$ cat src/rtl/game_motion.sv
// game_motion: per-frame player/enemy motion engine for the renderer.
// Positions update only on the last pixel of each frame (blanking).
module game_motion #(
   parameter int H_TOTAL       = 800,
   parameter int V_TOTAL       = 525,
   parameter int VIS_X_MIN     = 145,
   parameter int OBJ_SIZE      = 60,
   parameter int PLAYER_X      = 200,
   parameter int GROUND_Y      = 400,
   parameter int CEIL_Y        = 50,
   parameter int ENEMY_START_X = 783 - OBJ_SIZE,
   parameter int ENEMY_SPEED   = 4,
   parameter int JUMP_VEL      = 12,
   parameter int GRAVITY       = 1
) (
   input  logic        clk,
   input  logic        reset,
   input  logic [15:0] x,
   input  logic [15:0] y,
   input  logic        button,
   input  logic        collision,
   output logic [15:0] x_player,
   output logic [15:0] y_player,
   output logic [15:0] x_enemy,
   output logic [15:0] y_enemy,
   output logic        frame_tick,
   output logic        running,
   output logic [15:0] score
);

   typedef enum logic [1:0] {IDLE, RUN, HALT} state_t;

   localparam logic [15:0] GND     = 16'(GROUND_Y);
   localparam logic [15:0] CEIL    = 16'(CEIL_Y);
   localparam logic [15:0] E_START = 16'(ENEMY_START_X);
   localparam logic [15:0] E_STEP  = 16'(ENEMY_SPEED);
   localparam logic [15:0] E_WRAP  = 16'(VIS_X_MIN + ENEMY_SPEED);
   localparam logic signed [7:0] V_JUMP = 8'(-JUMP_VEL);
   localparam logic signed [8:0] V_GRAV = 9'(GRAVITY);

   state_t state, state_n;
   logic [2:0] sync;
   logic btn_edge, tick_c, upd, jr;
   logic signed [7:0] vel, vel_n, v0;
   logic signed [8:0] v_inc;
   logic on_ground, on_ground_n, jump_req, jump_req_n;
   logic [15:0] y_sum, y_player_n, x_enemy_n, score_n;

   // button is active-low: a press is a synchronised 1->0 step
   assign btn_edge = sync[2] & ~sync[1];
   assign tick_c   = (x == 16'(H_TOTAL - 1)) && (y == 16'(V_TOTAL - 1));
   assign upd      = (state == RUN) && tick_c && !collision;
   assign x_player = 16'(PLAYER_X);
   assign y_enemy  = GND;

   always_comb begin
      state_n = state;
      unique case (state)
         IDLE:    if (btn_edge) state_n = RUN;
         RUN:     if (collision) state_n = HALT;
         HALT:    state_n = HALT;
         default: state_n = IDLE;
      endcase
   end

   always_comb begin
      jr          = jump_req | btn_edge;
      v0          = (jr && on_ground) ? V_JUMP : vel;
      y_sum       = y_player + {{8{v0[7]}}, v0};
      v_inc       = {v0[7], v0} + V_GRAV;
      vel_n       = vel;
      on_ground_n = on_ground;
      y_player_n  = y_player;
      x_enemy_n   = x_enemy;
      score_n     = score;
      jump_req_n  = jump_req;
      if (state == RUN) jump_req_n = tick_c ? 1'b0 : jr;
      if (upd) begin
         if (v_inc > 9'sd127)       vel_n = 8'sd127;
         else if (v_inc < -9'sd127) vel_n = -8'sd127;
         else                       vel_n = v_inc[7:0];
         if (y_sum >= GND) begin
            y_player_n  = GND;
            vel_n       = '0;
            on_ground_n = 1'b1;
         end else if (y_sum < CEIL) begin
            y_player_n  = CEIL;
            vel_n       = '0;
            on_ground_n = 1'b0;
         end else begin
            y_player_n  = y_sum;
            on_ground_n = 1'b0;
         end
         if (x_enemy < E_WRAP) begin
            x_enemy_n = E_START;
            if (score != 16'hFFFF) score_n = score + 16'd1;
         end else begin
            x_enemy_n = x_enemy - E_STEP;
         end
      end
   end

   always_ff @(posedge clk or negedge reset) begin
      if (!reset) begin
         state      <= IDLE;
         sync       <= '0;
         frame_tick <= 1'b0;
         running    <= 1'b0;
         jump_req   <= 1'b0;
         vel        <= '0;
         on_ground  <= 1'b1;
         y_player   <= GND;
         x_enemy    <= E_START;
         score      <= '0;
      end else begin
         state      <= state_n;
         sync       <= {sync[1:0], button};
         frame_tick <= tick_c && (state_n != HALT);
         running    <= (state_n == RUN);
         jump_req   <= jump_req_n;
         vel        <= vel_n;
         on_ground  <= on_ground_n;
         y_player   <= y_player_n;
         x_enemy    <= x_enemy_n;
         score      <= score_n;
      end
   end

endmodule

$ cat config.mk
export PLATFORM = sky130hd
export DESIGN_NAME = game_motion
export DESIGN_NICKNAME = d
export VERILOG_FILES = /design/src/rtl/game_motion.sv
export SDC_FILE = /design/constraint.sdc
export NUM_CORES = 1
export LEC_CHECK = 0
export CELL_PAD_IN_SITES_DETAIL_PLACEMENT = 1
export CELL_PAD_IN_SITES_GLOBAL_PLACEMENT = 2
export CORE_MARGIN = 2
export CORE_UTILIZATION = 29
export DETAILED_ROUTE_END_ITERATION = 8
export PLACE_DENSITY = 0.81
export SYNTH_ARGS = -nofsm -noshare
export SYNTH_HDL_FRONTEND = slang
export SYNTH_SLANG_ARGS = --single-unit
$ cat constraint.sdc
create_clock -name clk -period 4.9 [get_ports clk]
set_clock_uncertainty 0.05 [all_clocks]
set_input_delay 0.98 -clock clk [delete_from_list [all_inputs] [get_ports clk]]
set_output_delay 0.98 -clock clk [all_outputs]
set_load 0.02 [all_outputs]
# After elaboration in Yosys (flattened, before gate mapping)
# Cells that the tools add are included.
[classes] eq_ne=7 reduce_logical=8 n_bitwise=3 n_lt_le_gt_ge=5 addsub=4 mux=13
[ops] op="$mux W16" count=3
[ops] op="$mux W8" count=5
[ops] op="$eq A16 B10 Y1 const B" count=2
[ops] op="$add A16 B1 Y16 const B" count=1
[ops] op="$add A16 B16 Y16" count=1
[ops] op="$ge A16 B9 Y1 const B" count=1
[ops] op="$lt A16 B6 Y1 const B" count=1
[ops] op="$lt A16 B8 Y1 const B" count=1
[ops] op="$ne A16 B16 Y1 const B" count=1
[ops] op="$sub A16 B3 Y16 const B" count=1
[ops] op="$add A8 B2 Y9 const B" count=1
[ops] op="$gt A9 B8 Y1 const B" count=1
[ops] op="$lt A9 B8 Y1 const B" count=1
[ops] op="$pmux W2 S3" count=1
[ops] op="$logic_and A1 B1 Y1" count=5
[ops] op="$eq A2 B1 Y1 const B" count=2
[ops] op="$mux W2" count=2
[ops] op="$reduce_and A3 Y1" count=1
[ops] op="$eq A2 B2 Y1 const B" count=1
[ops] op="$logic_not A2 Y1" count=1
[ops] op="$mux W1" count=2
[ops] op="$ne A2 B2 Y1 const B" count=1
[ops] op="$and A1 B1 Y1" count=1
[ops] op="$logic_not A1 Y1" count=1
[ops] op="other kinds (2)" count=2
[totals] register_bits=65 inputBits=36 out_inout_bits=82

# Longest topological paths before layout
# Gate-level depths: netlist of the first run.
[depth] depth_word=11 mapped_depth=14

# Worst setup path before layout of the first run
# Ideal clock, no wire load.
[synth_path] kind="register -> register" from="reg on_ground" to="reg vel[4]" path_slack_ns=1.206 arrival_ns=3.549 setup_ns=0.096 t_required_ns=4.754 path_buffers=2 stages_incl_launch_ff=15 cell_sequence="dfstp_2 > buf_2 > nor2_1 > a21oi_1 > ha_1 > buf_2 > a21oi_1 > o21ai_1 > a311o_1 > nand2_1 > o311ai_0 > a311oi_1 > nand4_4 > o21a_4 > a311oi_2"
[synth_via] elab_chain_len=8 word_cells_on_any_way=12
[synth_lines] item="start, declared" line_no="46" text="logic on_ground, on_ground_n, jump_req, jump_req_n;"
[synth_lines] item="start signal, assigned" line_no="122" text="on_ground <= on_ground_n;"
[synth_lines] item="$logic_and A1 B1 Y1 (*)" line_no="68" text="v0 = (jr && on_ground) ? V_JUMP : vel;"
[synth_lines] item="$mux W8 (*)" line_no="68"
[synth_lines] item="parallel branches: the longest is 5 deep, another holds $add A16 B16 Y16"
[synth_lines] item="$mux W8 (*)" line_no="82" text="if (y_sum >= GND) begin"
[synth_lines] item="end signal, assigned" line_no="121" text="vel <= vel_n;"
[synth_lines] item="end, declared" line_no="44" text="logic signed [7:0] vel, vel_n, v0;"
# Mark *: on every way between the ends.
# A chain may end at the register's enable or synchronous reset.

# Worst setup path in the final report of the first run
[layout_path] from="reg sync[1]" to="reg y_player[0]"
[layout_via] elab_chain_len=9 word_cells_on_any_way=10
[layout_lines] item="start, declared" line_no="42" text="logic [2:0] sync;"
[layout_lines] item="start signal, assigned" line_no="117" text="sync <= {sync[1:0], button};"
[layout_lines] item="$not A1 Y1 (*)" line_no="50" text="assign btn_edge = sync[2] & ~sync[1];"
[layout_lines] item="$and A1 B1 Y1 (*)" line_no="50"
[layout_lines] item="$or A1 B1 Y1 (*)" line_no="67" text="jr = jump_req | btn_edge;"
[layout_lines] item="$logic_and A1 B1 Y1 (*)" line_no="68"
[layout_lines] item="$mux W8 (*)" line_no="68"
[layout_lines] item="$add A16 B16 Y16 (*)" line_no="69" text="y_sum = y_player + {{8{v0[7]}}, v0};"
[layout_lines] item="$lt A16 B6 Y1" line_no="86" text="end else if (y_sum < CEIL) begin"
[layout_lines] item="$mux W16" line_no="86"
[layout_lines] item="$mux W16 (*)" line_no="82"
[layout_lines] item="end signal, assigned" line_no="123" text="y_player <= y_player_n;"
[layout_lines] item="end, declared" line_no="23" text="output logic [15:0] y_player,"
# Every way passes the cells marked *; elsewhere a longest branch is shown, timed or not.

==> results of run 1 <==
==> cell type report <==
cell class	instances	area (sq um)	area share, %
repair buffers	89	876	15.8
clock buffers	11	243	4.37
multi-input cells	377	2480	44.6
well taps	184	230	4.14
inverters	10	37.5	0.675
clock inverters	5	80.1	1.44
flip-flops and latches	64	1610	29.0
==> sequential cells by signal (all words and copies together) (netlist names) <==
signal,count
x_enemy,15
score,16
frame_tick,1
jump_req,1
on_ground,1
y_player,16
state,2
sync,3
running,1
vel,8
==> per-stage QoR <==
stage / util, % / setup WS, ns / power, mW / hold WS [ns]
after floorplan: - / 1.21 / 0.614 / 0.281
after global placement: 36.0 / 0.966 / 0.641 / 0.290
after detailed placement: 36.0 / 0.936 / 0.645 / 0.295
after CTS: 38.3 / 0.928 / 1.36 / 0.308
after global routing: 38.3 / 0.543 / 1.39 / 0.323
final: 38.3 / 0.901 / 1.33 / 0.303
==> Yosys cell counts, types with 11 or more instances <==
cell type	n
dfrtp_1	55
nor2b_1	12
nor2_1	37
buf_4	34
o21ai_0	20
ha_1	18
nand2_1	44
a21oi_1	23
nand3_1	11
nand2b_1	14
xnor2_1	25
==> logic make-up (layout without fill, tap and decap cells) <==
logic type | Yosys count | after routing | share of synthesized area, %
simple gates | 176 | 176 | 22.0
other cells | 2 | 32 | 0.174
mux | 2 | 2 | 0.522
fa+ha+maj | 18 | 18 | 5.22
flops | 64 | 64 | 37.4
xor+xnor | 34 | 34 | 7.08
compound gates | 115 | 115 | 19.9
buf+inv | 53 | 115 | 7.71
==> worst paths after layout <==
kind / start / endpoint / slack [ns]
setup / recovery: sync[1]$_DFF_PN0_ / y_player[0]$_DFFE_PN0P_ / 0.90
hold / removal: sync[0]$_DFF_PN0_ / sync[1]$_DFF_PN0_ / 0.30
setup reg to reg: sync[1]$_DFF_PN0_ / y_player[0]$_DFFE_PN0P_ / 0.90
hold reg to reg: sync[0]$_DFF_PN0_ / sync[1]$_DFF_PN0_ / 0.30
max in group asynchronous: reset / x_enemy[7]$_DFFE_PN1P_ / 3.13
min in group asynchronous: reset / y_player[11]$_DFFE_PN0P_ / 0.72
==> per-layer routing <==
layer | global-route usage [%] | part of all wire (%) | vias up
met5 | 0 | 0 | -
met4 | 5.24 | 1.4 | 0
met3 | 4.67 | 5.2 | 10
met2 | 27.1 | 49 | 106
met1 | 20.2 | 45 | 1894
li1 | - | - | 1793
==> power by group through the flow <==
stage / clock, mW / sequential [mW] / combinational (mW)
after floorplan: 0 / 0.556 / 0.0576
after global placement: 0 / 0.554 / 0.0876
after detailed placement: 0 / 0.555 / 0.0899
after CTS: 0.721 / 0.545 / 0.0901
after global routing: 0.743 / 0.547 / 0.0967
final: 0.697 / 0.545 / 0.0880
==> results_dict.tcl, run 1 <==
set metrics [dict create \
    outcome "finished clean" \
    worstPathArrival_ns 4.22 \
    setup_viol 0 \
    synth-async-reset-ratio_pct 100 \
    post_cts_resized 0 \
    hpwl_um 9400 \
    fill_cells 1717 \
    cp.required_ns 5.12 \
    power_frac_comb_pct 6.6 \
    start_util_pct 29.7 \
    p_switching_uw 296 \
    p_int_mw 1.03 \
    stdcell_area_sq_um 5560 \
    reg2reg_depth 13 \
    cp_max_fo 10 \
    grt.total_usage_pct 16.2 \
    cts_setup_buffers 0 \
    io_pins 118 \
    cpPeakStageDelay_ns 0.51 \
    grt.overflow.total 0 \
    syn_area_per_cell_sq_um 9.30 \
    final_common_cell "clkdlybuf4s50_1" \
    clk_pin_slew_ns 0.05 \
    slowest_stage "or4_4" \
    routedWlPerCell_um 16.6 \
    routed_wl_um 12300 \
    p_seq_share_pct 41.0 \
    synth_edf_count 0 \
    switching_share_pct 22.2 \
    coreArea_sq_um 14500 \
    die_y_um 126 \
    cts_buffers 9 \
    final_cell_mix "clkdlybuf4s50_1 (84), dfrtp_1 (55), nand2_1 (44), nor2_1 (37), conb_1 (32)" \
    slew_headroom_pct 41.6 \
    area_delta_synth_final_pct 28.9 \
    cts_hold_buffers 0 \
    leakage_nw 2.39 \
    clock.fmax_ghz 0.250 \
    path_depth 13 \
    n_antenna_cell 0 \
    final_nets 605 \
    root_buffer "clkbuf_16" \
    whs_path_depth 0 \
    die_x_um 126 \
    ir_drop_v 0.000172 \
    yosys.area.top_type "dfrtp_1" \
    path_class "flip-flop to flip-flop" \
    viasPerCell 5.14 \
    synth_seq_area_share_pct 37.4 \
    drive_above_1_share_pct 9.71 \
    fin_cells 740 \
    cp_cell_sequence "and2b_4 -> o21ai_2 -> nand2b_1 -> ha_1 -> a21o_1 -> a21o_1 -> a31oi_1 -> o41ai_1 -> or4_4 -> a22oi_4 -> nand4_4 -> nor3_2 -> a22o_1" \
    antenna_found_initial 0 \
    drtIter0Drc 175 \
    dp_cells 724 \
    endpoint_kind "flip-flop" \
    synth_seq_cells 64 \
    final_max_slew_viol_count 0 \
    fin_crit_sh_pct 81.6 \
    yosys.cell_types.count 79 \
    io_buffers 85 \
    grt_max_degree 39 \
    ant_nets 0 \
    post-synth-top-area-fraction_pct 31.9 \
    grt_pass1_wl_um 20800 \
    ys.flop_type "dfrtp_1" \
    cpMostUsedCell "a21o_1" \
    syn_inst 464 \
    synth_area_leaders "dfrtp_1 (32%), buf_4 (5.9%), dfstp_2 (5.5%)" \
    critPathLaunchType "flip-flop" \
    maxCapViolCount 0 \
    cts_max_level 3 \
    placed_cell_area_sq_um 5240 \
    setup_tns_ns 0 \
    num_rows 44 \
    clock-sinks 64 \
    yosysWarnings 0 \
    insertion_delay_ns 0.33 \
    cts_tree "yes" \
    rsz0062_at_grt "no" \
    hold_class "flip-flop to flip-flop" \
    vias 3803 \
    p_clk_share_pct 52.4 \
    grt_pass1_vias 4083 \
    crit_family "compound AO/OA/AOI/OAI gates" \
    cts_max_path_buffers 2 \
    worst_pin_slew_ns 0.876 \
    firstDrtPassIters 4 \
    drc 0 \
    fin_crit_ns 4.00 \
    syn_area_sq_um 4310 \
    hold_viol 0 \
    dieArea_sq_um 15900 \
    finalWeightedCongestion 0.874 \
    path_buf_inv 0 \
    powerDensity_nw_per_um2 239 \
]
No activity file was read; power rests on OpenSTA's default activity.
==> run 2: changes to the inputs <==
- clock period: 4.9 -> 4 ns (I/O delays scaled with it)
==> results_dict.tcl, run 2 (same netlist as run 1, synthesis figures left out) <==
set metrics [dict create \
    placed_cell_area_sq_um 5290 \
    drc 0 \
    n_antenna_cell 0 \
    root_buffer "clkbuf_16" \
    hold_class "flip-flop to flip-flop" \
    finalWeightedCongestion 0.895 \
    ant_nets 0 \
    setup_viol 0 \
    endpoint_kind "flip-flop" \
    leakage_nw 2.41 \
    worst_pin_slew_ns 1.01 \
    setup_tns_ns 0 \
    dieArea_sq_um 15900 \
    rsz0062_at_grt "no" \
    cts_max_level 3 \
    critPathLaunchType "flip-flop" \
    reg2reg_slack_ns 0.35 \
    outcome "finished clean" \
    cp_max_fo 9 \
    maxCapViolCount 0 \
    antenna_found_initial 0 \
    io_pins 118 \
    drive_above_1_share_pct 11.2 \
    clock-sinks 64 \
    grt.overflow.total 0 \
    num_rows 44 \
    hold_viol 0 \
    final_util_pct 38.6 \
    vias 3761 \
    routedWlPerCell_um 16.2 \
    final_cell_mix "clkdlybuf4s50_1 (84), dfrtp_1 (55), nand2_1 (44), nor2_1 (37), conb_1 (32)" \
    cp.required_ns 4.19 \
    fill_cells 1721 \
    fin_crit_ns 3.65 \
    drtIter0Drc 137 \
    hold_path_startpoint "sync[0]$_DFF_PN0_" \
    cts_max_path_buffers 2 \
    powerDensity_nw_per_um2 282 \
    final_common_cell "clkdlybuf4s50_1" \
    reg2reg_to "vel[4]$_DFFE_PN0P_" \
    cts_buffers 9 \
    area_delta_synth_final_pct 30.2 \
    worstPathArrival_ns 3.84 \
    clk_pin_slew_ns 0.06 \
    grt_pass1_vias 3991 \
    die_y_um 126 \
    path_class "flip-flop to flip-flop" \
    clock.fmax_ghz 0.274 \
    power_mw 1.59 \
    die_x_um 126 \
    start_util_pct 29.7 \
    final_max_slew_viol_count 0 \
    coreArea_sq_um 14500 \
    cts_hold_buffers 0 \
    cts_tree "yes" \
    io_buffers 85 \
    grt_max_degree 45 \
    grt.total_usage_pct 16.0 \
    timing.hold.ws_ns 0.311 \
    whs_path_depth 0 \
    insertion_delay_ns 0.33 \
    ir_drop_v 0.000200 \
    viasPerCell 5.04 \
    stdcell_area_sq_um 5620 \
    final_nets 612 \
    grt_pass1_wl_um 20500 \
    rr_startpoint "sync[2]$_DFF_PN0_" \
    fin_crit_sh_pct 91.2 \
    startpoint "sync[2]$_DFF_PN0_" \
    firstDrtPassIters 4 \
    slew_headroom_pct 32.6 \
    hpwl_um 9350 \
    reg2reg_depth 13 \
    reg.largest.list "score x16, y_player x16, x_enemy x15" \
    critPathCapture "vel[4]$_DFFE_PN0P_" \
    routed_wl_um 12100 \
]
## run 2: cell count changes in the layout (fill, tap and decap cells not counted), sizes merged
cell    change
buf         +7
bufinv      -1
## run 2: power breakdown
group / leakage, nW / switching, mW / total (mW) / internal, mW
combinational: 1.43 / 0.0614 / 0.107 / 0.0459
clock: 0.144 / 0.296 / 0.810 / 0.514
sequential: 0.836 / 0.00823 / 0.668 / 0.660
total: 2.41 / 0.366 / 1.59 / 1.22
## run 2: timing repair
action / in CTS / in global routing
setup buffers: 0 / 0
setup endpoints to repair: 0 / 14
resized for setup: 0 / 3
## run 2: how the worst min path moves through the flow
| stage | end | slack, ns |
|---|---|---|
| 2_1_floorplan | sync[1]$_DFF_PN0_ | 0.28 |
| 5_1_grt | sync[1]$_DFF_PN0_ | 0.32 |
| 3_3_place_gp | sync[1]$_DFF_PN0_ | 0.29 |
| 4_1_cts | sync[1]$_DFF_PN0_ | 0.31 |
| 3_5_place_dp | sync[1]$_DFF_PN0_ | 0.30 |
| 6_report | sync[1]$_DFF_PN0_ | 0.31 |
## run 2: through the flow
stage	std cells	worst slack (ns)
after floorplan	494	0.306
after global placement	731	0.322
after detailed placement	731	0.172
after CTS	746	0.160
after global routing	746	0.0269
final	746	0.351
## run 2: worst max-delay path: stages (launching register included)
cell      delay, ns
dfrtp_1        0.38
and2b_4        0.20
o21ai_4        0.24
nand2b_1       0.16
ha_1           0.41
a21o_1         0.23
a21o_1         0.22
a31oi_1        0.18
o41ai_1        0.11
or4_4          0.50
a22oi_4        0.22
nand4_4        0.17
o21a_4         0.28
a311oi_2       0.19
## run 2: final cells by class
type | count | area (sq um) | area share [%]
Clock buffer | 11 | 253 | 4.50
Sequential cell | 64 | 1610 | 28.7
Multi-Input combinational cell | 377 | 2500 | 44.5
Inverter | 10 | 37.5 | 0.668
Timing Repair Buffer | 96 | 928 | 16.5
Clock inverter | 4 | 53.8 | 0.958
Tap cell | 184 | 230 | 4.10
## run 2: routing by layer
metal  global-route usage, %  wire length (um)  part of all wire, %  vias to the layer above
li1                        -                 -                    -                     1807
met2                    26.6              5750                   48                      100
met5                       0                 0                    0                        -
met4                    4.72               214                  1.8                        0
met1                    20.3              5500                   45                     1838
met3                    4.38               639                  5.3                       16
